File: config.mk
export PLATFORM = sky130hd
export DESIGN_NAME = ahb_dual_mem_arbiter
export DESIGN_NICKNAME = d
export VERILOG_FILES = /design/src/rtl/ahb_dual_mem_arbiter_pkg.sv /design/src/rtl/ahb_dual_mem_arbiter_rr_arb2.sv /design/src/rtl/ahb_dual_mem_arbiter.sv
export SDC_FILE = /design/constraint.sdc
export NUM_CORES = 1
export LEC_CHECK = 0
export BUFFER_PORTS_ARGS = -buffer_cell sky130_fd_sc_hd__clkbuf_2
export CORE_MARGIN = 1
export CORE_UTILIZATION = 48
export CTS_BUF_LIST = sky130_fd_sc_hd__clkbuf_16
export CTS_CLUSTER_SIZE = 12
export DETAILED_ROUTE_END_ITERATION = 16
export PLACE_DENSITY = 0.81
export REMOVE_ABC_BUFFERS = 1
export SLEW_MARGIN = 30
export SYNTH_ARGS = -nofsm -noshare
export SYNTH_HDL_FRONTEND = slang
export SYNTH_SLANG_ARGS = --single-unit
File: constraint.sdc
create_clock -name clk -period 2.4 [get_ports clk]
set_input_delay 0.48 -clock clk [delete_from_list [all_inputs] [get_ports clk]]
set_output_delay 0.48 -clock clk [all_outputs]
set_load 0.02 [all_outputs]
File: src/rtl/ahb_dual_mem_arbiter_pkg.sv
// Shared types and helpers for the imem/dmem single-port SRAM arbiter.
// Combinational helpers only; no latency and no flow control live here.
package ahb_mem_arb_pkg;

    localparam logic [1:0] HTRANS_IDLE   = 2'b00;
    localparam logic [1:0] HTRANS_BUSY   = 2'b01;
    localparam logic [1:0] HTRANS_NONSEQ = 2'b10;
    localparam logic [1:0] HTRANS_SEQ    = 2'b11;

    localparam logic [2:0] HSIZE_BYTE = 3'd0;
    localparam logic [2:0] HSIZE_HALF = 3'd1;
    localparam logic [2:0] HSIZE_WORD = 3'd2;

    typedef enum logic [2:0] {
        ST_IDLE,
        ST_WAIT_GRANT,
        ST_RD_DATA,
        ST_ERR1,
        ST_ERR2
    } port_state_e;

    // Word address is kept full width; the top slices it down to the SRAM depth.
    typedef struct packed {
        logic [29:0] addr;
        logic [3:0]  be;
        logic        we;
        logic        err;
    } req_s;

    function automatic logic [3:0] ahb_be(input logic [2:0] hsize, input logic [1:0] addr_lo);
        case (hsize)
            HSIZE_BYTE: return 4'b0001 << addr_lo;
            HSIZE_HALF: return 4'b0011 << {addr_lo[1], 1'b0};
            default:    return 4'b1111;
        endcase
    endfunction

    function automatic logic ahb_err(input logic [2:0] hsize, input logic [1:0] addr_lo);
        return (hsize > HSIZE_WORD) ||
               ((hsize == HSIZE_HALF) && addr_lo[0]) ||
               ((hsize == HSIZE_WORD) && (addr_lo != 2'b00));
    endfunction

endpackage

File: src/rtl/ahb_dual_mem_arbiter_rr_arb2.sv
// Two-requester round-robin: combinational one-hot grant, registered last-winner bit.
// Zero latency; a lone requester wins at once, on conflict the previous loser wins.
module rr_arb2 (
    input  logic       clk,
    input  logic       rst,
    input  logic [1:0] req,
    output logic [1:0] gnt
);

    logic r_last;

    always_comb begin
        gnt = req;
        if (&req)
            gnt = r_last ? 2'b01 : 2'b10;
    end

    always_ff @(posedge clk) begin
        if (rst)
            r_last <= 1'b0;
        else if (|req)
            r_last <= gnt[1];
    end

endmodule

File: src/rtl/ahb_dual_mem_arbiter.sv
// Shares one single-port SRAM between the imem and dmem AHB-Lite ports; reads take one wait
// state, writes none; a contested loser stalls exactly one extra cycle via HREADY low.
module ahb_dual_mem_arbiter
    import ahb_mem_arb_pkg::*;
#(
    parameter int AW = 13,
    parameter int DW = 32
) (
    input  logic          clk,
    input  logic          rst,
    input  logic          imem_hsel,
    input  logic [1:0]    imem_htrans,
    input  logic [31:0]   imem_haddr,
    output logic          imem_hready,
    output logic [DW-1:0] imem_hrdata,
    output logic          imem_hresp,
    input  logic          dmem_hsel,
    input  logic [1:0]    dmem_htrans,
    input  logic [31:0]   dmem_haddr,
    input  logic [2:0]    dmem_hsize,
    input  logic          dmem_hwrite,
    input  logic [DW-1:0] dmem_hwdata,
    input  logic          dmem_hready_in,
    output logic          dmem_hreadyout,
    output logic [DW-1:0] dmem_hrdata,
    output logic          dmem_hresp,
    output logic          mem_req,
    output logic          mem_we,
    output logic [3:0]    mem_be,
    output logic [AW-1:0] mem_addr,
    output logic [DW-1:0] mem_wdata,
    input  logic [DW-1:0] mem_rdata
);

    // Port index 0 is imem, 1 is dmem.
    logic [1:0]    w_cap;
    logic [1:0]    w_req;
    logic [1:0]    w_gnt;
    logic [1:0]    w_hready;
    logic [1:0]    w_hresp;
    logic [1:0]    w_hwrite;
    logic [31:0]   w_haddr  [2];
    logic [2:0]    w_hsize  [2];
    req_s          w_slot   [2];
    logic [DW-1:0] w_hrdata [2];

    logic          r_wbuf_vld;
    logic [DW-1:0] r_wbuf;

    assign w_cap      = {dmem_hsel, imem_hsel} & {dmem_htrans[1], imem_htrans[1]} &
                        {dmem_hready_in, imem_hready};
    assign w_haddr[0] = imem_haddr;
    assign w_haddr[1] = dmem_haddr;
    assign w_hsize[0] = HSIZE_WORD;
    assign w_hsize[1] = dmem_hsize;
    assign w_hwrite   = {dmem_hwrite, 1'b0};

    for (genvar p = 0; p < 2; p++) begin : g_port
        port_state_e   r_state;
        req_s          r_slot;
        logic [DW-1:0] r_rdata;
        req_s          w_cap_req;
        logic          w_rdy;

        always_comb begin
            w_cap_req.addr = w_haddr[p][31:2];
            w_cap_req.be   = ahb_be(w_hsize[p], w_haddr[p][1:0]);
            w_cap_req.we   = w_hwrite[p];
            w_cap_req.err  = ahb_err(w_hsize[p], w_haddr[p][1:0]);
        end

        // Writes finish in their grant cycle, so a pipelined capture can land there too.
        always_comb begin
            w_rdy = 1'b1;
            case (r_state)
                ST_WAIT_GRANT: w_rdy = w_gnt[p] && r_slot.we;
                ST_ERR1:       w_rdy = 1'b0;
                default:       w_rdy = 1'b1;
            endcase
        end

        assign w_hready[p] = w_rdy;
        assign w_hresp[p]  = (r_state == ST_ERR1) || (r_state == ST_ERR2);
        assign w_req[p]    = (r_state == ST_WAIT_GRANT) && !rst;
        assign w_hrdata[p] = (r_state == ST_RD_DATA) ? mem_rdata : r_rdata;
        assign w_slot[p]   = r_slot;

        always_ff @(posedge clk) begin
            if (rst) begin
                r_state <= ST_IDLE;
                r_slot  <= '0;
                r_rdata <= '0;
            end else begin
                if (r_state == ST_RD_DATA)
                    r_rdata <= mem_rdata;
                if (w_rdy && w_cap[p]) begin
                    r_slot  <= w_cap_req;
                    r_state <= w_cap_req.err ? ST_ERR1 : ST_WAIT_GRANT;
                end else begin
                    case (r_state)
                        ST_WAIT_GRANT: if (w_gnt[p]) r_state <= r_slot.we ? ST_IDLE : ST_RD_DATA;
                        ST_ERR1:       r_state <= ST_ERR2;
                        default:       r_state <= ST_IDLE;
                    endcase
                end
            end
        end
    end

    rr_arb2 u_arb (
        .clk (clk),
        .rst (rst),
        .req (w_req),
        .gnt (w_gnt)
    );

    // A losing write holds its data-phase HWDATA here until granted.
    always_ff @(posedge clk) begin
        if (rst) begin
            r_wbuf_vld <= 1'b0;
            r_wbuf     <= '0;
        end else if (w_gnt[1]) begin
            r_wbuf_vld <= 1'b0;
        end else if (w_req[1] && w_slot[1].we && !r_wbuf_vld) begin
            r_wbuf     <= dmem_hwdata;
            r_wbuf_vld <= 1'b1;
        end
    end

    always_comb begin
        mem_req   = |w_gnt;
        mem_we    = 1'b0;
        mem_be    = 4'h0;
        mem_addr  = '0;
        mem_wdata = '0;
        if (w_gnt[1]) begin
            mem_we   = w_slot[1].we;
            mem_be   = w_slot[1].be;
            mem_addr = w_slot[1].addr[AW-1:0];
            if (w_slot[1].we)
                mem_wdata = r_wbuf_vld ? r_wbuf : dmem_hwdata;
        end else if (w_gnt[0]) begin
            mem_be   = w_slot[0].be;
            mem_addr = w_slot[0].addr[AW-1:0];
        end
    end

    assign imem_hready    = w_hready[0];
    assign imem_hresp     = w_hresp[0];
    assign imem_hrdata    = w_hrdata[0];
    assign dmem_hreadyout = w_hready[1];
    assign dmem_hresp     = w_hresp[1];
    assign dmem_hrdata    = w_hrdata[1];

    logic w_unused;
    assign w_unused = ^{imem_htrans[0], dmem_htrans[0], w_slot[0].addr[29:AW],
                        w_slot[1].addr[29:AW], w_slot[0].err, w_slot[1].err};

endmodule

==> reports/metrics.csv, run 1 <==
stage,metric,value,unit
floorplanning,Die Span Y,113,um
sta,Worst Tran Pin Value,0.695,ns
critical_path,reg2reg start,g_port[1].r_state[2]$_SDFFE_PP0P_,
route,WL final,19700,um
global_routing,first-pass GRT wire length,25400,um
final_layout,layout net count,1014,
critical_path,crit-path cells,or3b_4 > buf_6 > a21oi_4 > nor2b_4 > buf_6 > a22o_1 > clkbuf_8,
final_layout,Inserted Diodes,0,
final_layout,fin util,78.2,%
synth,Main synth FF type,dfxtp_1,
sta,Setup Viol. Count Final,74,
critical_path,CP Launch Point,g_port[1].r_state[2]$_SDFFE_PP0P_,
power,VDD IR max,491,uV
global_routing,gr usage total,25.5,%
placement,DP Worst Slack,0.0308,ns
power,Power Density,588,nW/um^2
critical_path,CP max-delay cell,or3b_4,
floorplanning,Initial Util,49.2,%
synth,Post-Synthesis Cells,638,
critical_path,CP bufs+invs,3,
global_routing,gr ovfl total,0,
global_routing,largest net degree at the start of global routing,68,
final_layout,Layout area overhead,59.1,%
critical_path,FF-to-FF End,r_wbuf[18]$_SDFFE_PP0P_,
clock_tree,Num CTS Buffers,17,
critical_path,critical path peak fanout,8,
synth,"Cell Area, Synth",5910,um^2
route,Vias/cell,5.48,
placement,Placer Congestion,0.795,
sta,Slew Limit Fails,0,
run_status,status,"complete, but fails checks",
clock_tree,Worst-path clk slew,0.06,ns
critical_path,critical path required time,1.92,ns
critical_path,crit path kind,register to output pin,
job,MaxCap Viol Count,0,
placement,I/O Buffers,223,
floorplanning,core box area,12000,um^2
sta,unrepaired setup endpoints after global routing,yes,
synth,Synth async-reset ratio,0,%
clock_tree,TritonCTS clock tree,done,
synth,Mapped Avg Cell Area,9.26,um^2
worst_hold_path,WHS Path Cells,3,
critical_path,CP dominant cell by count,buf_6,
worst_hold_path,hold crit path type,input port to register,
run_status,failing checks,setup timing,
critical_path,WP depth,7,
route,DRC Markers,0,
power,static leakage power,3.87,nW
floorplanning,Die W,113,um
synth,Netlist cell types,33,
floorplanning,die footprint,12800,um^2
synth,Ys Warns,0,
final_layout,Fillers,694,
critical_path,critical path's largest stage delay,0.41,ns
sta,smallest hold slack,0.278,ns
final_layout,footprint of the multi-input gates,3500,um^2
critical_path,Critical Path Sink Type,output pin,
critical_path,Worst R2R Setup Slack,0.42,ns
floorplanning,I/O pin total,260,
final_layout,fraction of layout cells with a size suffix above 1,45.5,%
final_layout,Layout Cells excl Fill,1029,
global_routing,vias in the first global route,5262,
sta,period utilisation layout,108,%
route,initial DRC count,410,
sta,fmax,384,MHz
critical_path,Top delay family on crit path,simple AND/OR/NAND/NOR gates,
route,post-route ant nets,0,
sta,slack of the critical path,-0.203,ns
global_routing,initial antenna violation count,0,
critical_path,startpoint types,register,
sta,"Hold Vio Cnt, Final",0,
critical_path,CP endpoint,mem_addr[6],
route,via count,5643,
clock_tree,Hold Buf Count CTS,0,
route,drt pass-1 iters,5,
floorplanning,row count,40,
sta,minimum clock period,2.60,ns
synth,"EDFF count, synth",0,
clock_tree,CTS sink cnt,136,
clock_tree,clk buf depth,2,
placement,Final HPWL DP,9470,um
critical_path,reg2reg path depth,5,
sta,slew margin rel.,53.7,%
final_layout,Reg area,2730,um^2
clock_tree,H-tree depth,4,
synth,Synth Register Bits,136,
critical_path,Critical Path AT,2.12,ns
route,drt wl/cell,19.1,um
sta,setup_tns,-9.06,ns
clock_tree,Root Driver,clkbuf_16,
synth,register area share after synthesis,46.1,%
sta,Clock Skew,0.00696,ns
clock_tree,clk_lat worst skew,0.42,ns
placement,DP Cell Count,980,
through the flow:
stage	area [um^2]	total power, mW
6_report	9400	5.53
5_1_grt	9400	5.70
3_5_place_dp	7200	2.94
2_1_floorplan	5680	2.69
4_1_cts	8480	5.37
3_3_place_gp	7200	2.94
tightest hold or removal path, cell delays in order:
cell	delay [ns]
clkbuf_2	0.08
nand2_1	0.04
a21oi_1	0.05
metal layers:
| metal | global-route usage, % | up-vias | share of wire, % |
|---|---|---|---|
| li1 | - | 2638 | - |
| met1 | 28.2 | 2717 | 40 |
| met2 | 44.0 | 246 | 50 |
| met3 | 9.00 | 42 | 7.5 |
| met4 | 11.6 | 0 | 2.4 |
| met5 | 0 | - | 0 |
cells by family after synthesis:
logic type | Yosys count | synth area share (%)
AOI/OAI and AO/OA | 101 | 10.1
buffers and inverters | 52 | 4.07
DFF | 136 | 46.1
muxes | 96 | 17.6
and+or+nand+nor | 253 | 22.2
synth_stat cells, types with 2 or more instances:
cell,instances,area share (%)
dfxtp_1,136,46
nand2_1,91,5.8
nor2b_1,65,6.9
mux2_2,64,12
a21oi_1,57,4.8
nor2_1,42,2.7
clkbuf_1,33,2.1
mux2i_1,32,5.4
nand2b_1,19,2.0
a22o_1,17,2.5
nand4b_1,14,2.1
o21ai_0,14,1.2
buf_2,12,1.0
nor3b_1,5,0.64
o21ai_1,5,0.42
a311oi_1,4,0.59
buf_6,4,0.76
nor3_1,4,0.34
nand3b_1,3,0.38
and3_1,2,0.21
inv_1,2,0.13
o21bai_1,2,0.25
how the worst min path moves through the flow:
stage | slack [ns] | to | startpoint
global placement | 0.44 | r_wbuf[11]$_SDFFE_PP0P_ | r_wbuf[11]$_SDFFE_PP0P_
detailed placement | 0.45 | r_wbuf[17]$_SDFFE_PP0P_ | r_wbuf[17]$_SDFFE_PP0P_
global route | 0.28 | g_port[0].r_slot[6]$_SDFFE_PP0P_ | imem_haddr[2]
floorplan | 0.43 | r_wbuf[0]$_SDFFE_PP0P_ | r_wbuf[0]$_SDFFE_PP0P_
CTS | 0.27 | g_port[0].r_slot[10]$_SDFFE_PP0P_ | imem_haddr[6]
finish | 0.28 | g_port[0].r_slot[12]$_SDFFE_PP0P_ | imem_haddr[8]
cell type report:
type,count,area share [%]
Clock buffer,17,4.53
Inverter,2,0.133
Tap cell,147,1.96
Multi-Input combinational cell,450,37.2
Sequential cell,136,29.1
Clock inverter,11,1.05
Timing Repair Buffer,266,26.1
layout by cell type (no fill, tap or decap), types with 5 or more instances in the layout:
| cell | Yosys | layout |
|---|---|---|
| nand2b_1 | 19 | 19 |
| buf_8 | 0 | 13 |
| buf_4 | 0 | 31 |
| clkbuf_16 | 0 | 21 |
| mux2i_1 | 32 | 32 |
| dfxtp_2 | 0 | 6 |
| a22o_1 | 17 | 17 |
| clkbuf_8 | 0 | 20 |
| o21ai_0 | 14 | 13 |
| nor2_4 | 0 | 31 |
| clkbuf_2 | 0 | 107 |
| mux2_4 | 0 | 64 |
| o21ai_1 | 5 | 6 |
| inv_1 | 2 | 7 |
| nor2_1 | 42 | 9 |
| dfxtp_1 | 136 | 130 |
| nand2_1 | 91 | 91 |
| buf_12 | 0 | 5 |
| nand4b_1 | 14 | 14 |
| buf_6 | 4 | 82 |
| nor2b_1 | 65 | 64 |
| a21oi_1 | 57 | 56 |
power by group:
group	switching, mW	internal (mW)
Sequential	0.0320	2.32
Combinational	0.391	0.394
Clock	0.915	1.47
Total	1.34	4.19
what timing repair did:
item,CTS,global route
gates cloned,7,4
setup endpoints to repair,90,114
resized for setup,127,353
setup buffers,7,7
pin swaps,3,19
sequential cells by signal, indices dropped and copies added, names as in the netlist:
signal,flops
r_wbuf,32
g_port.r_slot,32
u_arb.r_last,1
g_port.r_state,6
g_port.r_rdata,64
r_wbuf_vld,1
(Power assumes the default switching activity.)
==> run 2: changes to the inputs <==
--- a/config.mk
+++ b/config.mk
@@ -7,11 +7,12 @@
 export LEC_CHECK = 0
 export BUFFER_PORTS_ARGS = -buffer_cell sky130_fd_sc_hd__clkbuf_2
 export CORE_MARGIN = 1
-export CORE_UTILIZATION = 48
+export CORE_UTILIZATION = 45
 export CTS_BUF_LIST = sky130_fd_sc_hd__clkbuf_16
+export CTS_CLUSTER_DIAMETER = 120
 export CTS_CLUSTER_SIZE = 12
 export DETAILED_ROUTE_END_ITERATION = 16
-export PLACE_DENSITY = 0.81
+export PLACE_DENSITY = 0.77
 export REMOVE_ABC_BUFFERS = 1
 export SLEW_MARGIN = 30
 export SYNTH_ARGS = -nofsm -noshare
==> reports/metrics.csv, run 2 (synthesis gave the netlist of run 1 again) <==
stage,metric,value,unit
route,initial DRC count,238,
sta,"Hold Vio Cnt, Final",0,
clock_tree,Root Driver,clkbuf_16,
clock_tree,clk buf depth,2,
floorplanning,Die W,117,um
run_status,failing checks,setup timing,
floorplanning,Initial Util,46.4,%
placement,Placer Congestion,0.751,
final_layout,Inserted Diodes,0,
sta,unrepaired setup endpoints after global routing,yes,
global_routing,gr ovfl total,0,
sta,Setup Viol. Count Final,29,
job,MaxCap Viol Count,0,
clock_tree,Worst-path clk slew,0.06,ns
placement,Final HPWL DP,9830,um
clock_tree,H-tree depth,4,
sta,slack of the critical path,-0.101,ns
route,via count,5402,
worst_hold_path,WHS Path Cells,3,
route,Vias/cell,5.15,
global_routing,first-pass GRT wire length,22800,um
final_layout,fraction of layout cells with a size suffix above 1,41.8,%
global_routing,largest net degree at the start of global routing,79,
critical_path,critical path required time,1.92,ns
critical_path,Critical Path AT,2.02,ns
clock_tree,clk_lat worst skew,0.42,ns
final_layout,layout net count,1005,
final_layout,design area,9010,um^2
floorplanning,I/O pin total,260,
power,VDD IR max,618,uV
critical_path,startpoint types,register,
route,drt wl/cell,17.1,um
global_routing,gr usage total,22.0,%
clock_tree,TritonCTS clock tree,done,
critical_path,Critical Path Sink Type,output pin,
sta,slew margin rel.,44.3,%
power,static leakage power,3.80,nW
worst_hold_path,hold crit path type,input port to register,
placement,I/O Buffers,223,
route,post-route ant nets,0,
placement,Post-DP Area,7270,um^2
route,WL final,17900,um
critical_path,reg2reg path depth,6,
sta,fmax,400,MHz
clock_tree,Num CTS Buffers,17,
final_layout,most frequent cells in the layout,"dfxtp_1 (131), clkbuf_2 (109), nand2_1 (91)",
run_status,status,"complete, but fails checks",
sta,minimum clock period,2.50,ns
sta,Slew Limit Fails,0,
route,DRC Markers,0,
route,drt pass-1 iters,4,
critical_path,crit path kind,register to output pin,
floorplanning,row count,41,
final_layout,largest register by flop count,g_port.r_rdata,
floorplanning,core box area,12700,um^2
final_layout,fin util,70.8,%
sta,period utilisation layout,104,%
power,Power Density,629,nW/um^2
sta,Clock Skew,0.00942,ns
floorplanning,Die Span Y,117,um
global_routing,initial antenna violation count,0,
final_layout,max reg flops,64,
floorplanning,die footprint,13600,um^2
global_routing,vias in the first global route,4862,
final_layout,"commonest non-fill, non-tap cell in the layout",dfxtp_1,
final_layout,Largest regs,"g_port.r_rdata x64, g_port.r_slot x32, r_wbuf x32",
critical_path,critical path peak fanout,8,
clock_tree,CTS sink cnt,136,
sta,Worst Tran Pin Value,0.836,ns
final_layout,Layout area overhead,52.5,%
==> run 2: power breakdown <==
part | internal, mW | total [mW] | switching [mW]
registers | 2.32 | 2.35 | 0.0298
clock network | 1.60 | 2.54 | 0.947
logic | 0.399 | 0.768 | 0.369
==> run 2: metrics by stage <==
| step | instances | hold slack [ns] | total power, mW | setup TNS, ns | setup WS (ns) |
|---|---|---|---|---|---|
| 5_1_grt | 1048 | 0.288 | 5.84 | -6.58 | -0.159 |
| 6_report | 1048 | 0.283 | 5.66 | -1.37 | -0.101 |
| 4_1_cts | 1043 | 0.269 | 5.50 | -2.14 | -0.0727 |
| 2_1_floorplan | 588 | 0.430 | 2.69 | -184.19 | -1.43 |
| 3_3_place_gp | 1006 | 0.442 | 2.94 | -2.10 | -0.132 |
| 3_5_place_dp | 1006 | 0.447 | 2.95 | 0 | 0.145 |
==> run 2: area by class of cell <==
cell class / count / area (um^2)
tap: 172 / 215
multi-input combinational: 450 / 3260
sequential: 136 / 2730
timing repair buffer: 257 / 2230
fill: 944 / 3710
clock buffer: 17 / 425
clock inverter: 14 / 144
inverter: 2 / 7.51
==> run 2: worst paths after layout <==
check | startpoint | endpoint | slack [ns]
worst max-delay path | g_port[1].r_state[2]$_SDFFE_PP0P_ | mem_be[0] | -0.10
worst min-delay path | imem_haddr[2] | g_port[0].r_slot[6]$_SDFFE_PP0P_ | 0.28
worst max register to register | g_port[0].r_state[1]$_SDFFE_PP0P_ | g_port[1].r_slot[9]$_SDFFE_PP0P_ | 0.35
worst min register to register | r_wbuf[28]$_SDFFE_PP0P_ | r_wbuf[28]$_SDFFE_PP0P_ | 0.45
==> run 2: layer usage <==
layer / track usage (%) / part of all wire (%) / vias to the layer above
met2: 37.2 / 49 / 190
met3: 8.04 / 8.1 / 28
li1: - / - / 2621
met4: 9.96 / 1.9 / 0
met1: 24.7 / 41 / 2563
met5: 0 / 0 / -
==> run 2: repair_timing <==
| action | CTS | global route |
|---|---|---|
| hold buffers | 0 | 0 |
| pin swaps | 4 | 5 |
| endpoints found under the setup margin | 110 | 115 |
| gates resized for setup | 63 | 324 |
| setup buffers | 2 | 1 |
| gates cloned | 4 | 4 |
==> run 2: worst max-delay path: stages (launching register included) <==
cell and delay, ns:
dfxtp_1 0.31, or3b_4 0.43, a21oi_4 0.15, nor2b_4 0.24, buf_6 0.16, a22o_1 0.16
clkbuf_8 0.15
==> run 3: changes to the inputs <==
--- a/config.mk
+++ b/config.mk
@@ -5,6 +5,7 @@
 export SDC_FILE = /design/constraint.sdc
 export NUM_CORES = 1
 export LEC_CHECK = 0
+export ABC_AREA = 1
 export BUFFER_PORTS_ARGS = -buffer_cell sky130_fd_sc_hd__clkbuf_2
 export CORE_MARGIN = 1
 export CORE_UTILIZATION = 45
@@ -12,9 +13,10 @@
 export CTS_CLUSTER_DIAMETER = 120
 export CTS_CLUSTER_SIZE = 12
 export DETAILED_ROUTE_END_ITERATION = 16
-export PLACE_DENSITY = 0.77
+export PLACE_DENSITY = 0.74
 export REMOVE_ABC_BUFFERS = 1
 export SLEW_MARGIN = 30
 export SYNTH_ARGS = -nofsm -noshare
 export SYNTH_HDL_FRONTEND = slang
+export SYNTH_HIERARCHICAL = 1
 export SYNTH_SLANG_ARGS = --single-unit
==> constraint.sdc (replaced) <==
create_clock -name clk -period 2.4 [get_ports clk]
set_input_delay 0.24 -clock clk [delete_from_list [all_inputs] [get_ports clk]]
set_output_delay 0.24 -clock clk [all_outputs]
set_load 0.02 [all_outputs]
==> reports/metrics.csv, run 3 <==
stage,metric,value,unit
run_status,status,completed,
synth,Mapped Avg Cell Area,6.78,um^2
floorplanning,core box area,14600,um^2
final_layout,Inserted Diodes,0,
final_layout,Largest regs,"g_port.r_rdata x64, g_port.r_slot x32, r_wbuf x32",
critical_path,CP dominant cell by count,nand2_2,
critical_path,Critical Path Sink Type,output pin,
worst_hold_path,WHS Path Cells,3,
clock_tree,CTS sink cnt,136,
sta,slew margin rel.,48.2,%
clock_tree,clk_lat worst skew,0.41,ns
synth,Synth Register Bits,136,
sta,period utilisation layout,95.2,%
sta,Worst Tran Pin Value,0.777,ns
critical_path,startpoint types,register,
placement,Post-DP Area,8030,um^2
route,drt pass-1 iters,5,
global_routing,gr usage total,22.0,%
final_layout,Layout Cells excl Fill,1409,
floorplanning,row count,44,
placement,DP Cell Count,1367,
sta,Slew Limit Fails,0,
sta,"Hold Vio Cnt, Final",0,
critical_path,Top delay family on crit path,buffers and inverters,
final_layout,Fillers,1389,
placement,Placer Congestion,0.794,
global_routing,first-pass GRT wire length,28400,um
floorplanning,die footprint,15500,um^2
synth,register area share after synthesis,40.3,%
critical_path,WP depth,13,
floorplanning,I/O pin total,260,
power,static leakage power,4.52,nW
route,DRC Markers,0,
sta,Setup Viol. Count Final,0,
synth,Ys Warns,6,
final_layout,most frequent cells in the layout,"clkbuf_2 (211), inv_1 (205), nand2_1 (141)",
placement,Final HPWL DP,11400,um
synth,ranking of synthesized cells by area,"dfxtp_1 (40%), inv_1 (11%), nand2_1 (7.9%)",
critical_path,CP max-delay cell,dfxtp_1,
placement,I/O Buffers,223,
clock_tree,clk buf depth,2,
critical_path,Critical Path AT,2.04,ns
synth,Main synth FF type,dfxtp_1,
sta,minimum clock period,2.28,ns
sta,Clock Skew,0.00815,ns
clock_tree,TritonCTS clock tree,done,
sta,smallest hold slack,0.0829,ns
final_layout,max reg flops,64,
floorplanning,Initial Util,46.4,%
route,post-route ant nets,0,
critical_path,crit-path cells,inv_1 > nand2_2 > nor2_2 > inv_1 > nor2_2 > nand2_2 > and2_4 > nand2_2 > inv_4 > clkbuf_16 > o21ai_0 > a21oi_1 > buf_2,
final_layout,largest register by flop count,g_port.r_rdata,
route,initial DRC count,399,
synth,Post-Synthesis Cells,998,
route,WL final,17100,um
synth,Netlist cell types,27,
route,via count,6849,
final_layout,Layout area overhead,29.5,%
power,VDD IR max,437,uV
power,Power Density,669,nW/um^2
critical_path,critical path's largest stage delay,0.32,ns
final_layout,layout net count,1354,
synth,Synth async-reset ratio,0,%
final_layout,design area,8750,um^2
sta,unrepaired setup endpoints after global routing,no,
route,drt wl/cell,12.1,um
critical_path,CP bufs+invs,5,
final_layout,"commonest non-fill, non-tap cell in the layout",clkbuf_2,
synth,leading area contributor after synthesis,dfxtp_1,
critical_path,crit path kind,register to output pin,
synth,most common cell in the netlist,inv_1,
route,Vias/cell,4.86,
job,MaxCap Viol Count,0,
clock_tree,Worst-path clk slew,0.06,ns
floorplanning,Die W,125,um
worst_hold_path,hold crit path type,input port to register,
global_routing,initial antenna violation count,0,
floorplanning,Die Span Y,125,um
sta,fmax,438,MHz
clock_tree,Num CTS Buffers,17,
global_routing,vias in the first global route,6045,
global_routing,largest net degree at the start of global routing,67,
critical_path,critical path required time,2.16,ns
critical_path,critical path peak fanout,6,
synth,"EDFF count, synth",0,
synth,Commonest cells post-synth,"inv_1 (206), nand2_1 (143), nor2_1 (140), dfxtp_1 (136), a21oi_1 (91)",
critical_path,reg2reg path depth,14,
final_layout,fraction of layout cells with a size suffix above 1,27.3,%
synth,"Cell Area, Synth",6760,um^2
synth,share of the synthesized area in the top cell type,40.3,%
global_routing,gr ovfl total,0,
clock_tree,Root Driver,clkbuf_16,
clock_tree,H-tree depth,4,
==> run 3: cell types whose count changed after synthesis, sizes merged, moves of 55 or more <==
cell | before | now
mux2 | 64 | 0
nor2b | 65 | 0
nand2 | 91 | 146
inv | 2 | 213
a211oi | 0 | 74
nor2 | 42 | 153
==> run 3: logic make-up (layout without fill, tap and decap cells) <==
group,Yosys count,after routing,share of synthesized area [%]
and+or+nand+nor,359,359,22.8
DFF,136,136,40.3
AOI/OAI and AO/OA,226,226,20.1
buffers and inverters,277,504,16.8
==> run 3: layout make-up <==
cell class / instances / area, um^2 / share of cell area [%]
Tap cell: 184 / 230 / 2.63
Clock inverter: 14 / 116 / 1.33
Clock buffer: 17 / 425 / 4.86
Inverter: 213 / 810 / 9.25
Multi-Input combinational cell: 585 / 2940 / 33.6
Timing Repair Buffer: 260 / 1510 / 17.2
Sequential cell: 136 / 2720 / 31.1
==> run 3: per-layer routing <==
layer	part of all wire (%)	up-vias	global-route usage [%]	wire length, um
met5	0	-	0	0
met4	2.5	0	9.28	420
met3	4.8	29	4.30	828
met2	47	220	35.1	7970
met1	46	3021	28.8	7860
li1	-	3579	-	-
==> run 3: path summary, 6_finish.rpt <==
path / from / to / slack (ns)
worst max-delay path: g_port[0].r_state[2]$_SDFFE_PP0P_ / mem_wdata[6] / 0.12
worst min register to register: r_wbuf[8]$_SDFFE_PP0P_ / r_wbuf[8]$_SDFFE_PP0P_ / 0.48
worst max register to register: g_port[0].r_state[2]$_SDFFE_PP0P_ / g_port[1].r_slot[4]$_SDFFE_PP0P_ / 0.36
worst min-delay path: dmem_hwrite / g_port[1].r_slot[1]$_SDFFE_PP0P_ / 0.08
==> run 3: worst register-to-register path: stages, from the launching register on <==
cell and delay (ns):
dfxtp_1 0.30, inv_1 0.06, nand2_2 0.05, nor2_2 0.09, inv_1 0.07, nor2_2 0.13, nand2_2 0.07, and2_4 0.18
buf_4 0.16, nand3_1 0.09, nand2_2 0.07, nand2_2 0.33, inv_8 0.15, nor2_1 0.13, nor2_1 0.05
==> run 3: repair_timing <==
| item | CTS | global route |
|---|---|---|
| endpoints found under the setup margin | 50 | 46 |
| hold buffers | 0 | 0 |
| resized for setup | 13 | 22 |
| setup buffers | 1 | 8 |
| cloned | 0 | 2 |
| pin swaps | 1 | 4 |
==> run 3: through the flow <==
stage / util, % / TNS [ns] / setup slack [ns] / total power, mW
6_report: 60.0 / 0 / 0.116 / 5.86
5_1_grt: 60.0 / 0 / 0.000146 / 6.14
4_1_cts: 59.1 / 0 / 0.0126 / 5.90
3_5_place_dp: 55.0 / 0 / 0.187 / 3.48
3_3_place_gp: 55.0 / 0 / 0.198 / 3.46
2_1_floorplan: - / -54.28 / -0.856 / 3.09
==> run 3: power breakdown <==
part	internal (mW)	switching, mW
sequential	2.37	0.0402
combinational	0.349	0.680
clock	1.49	0.927
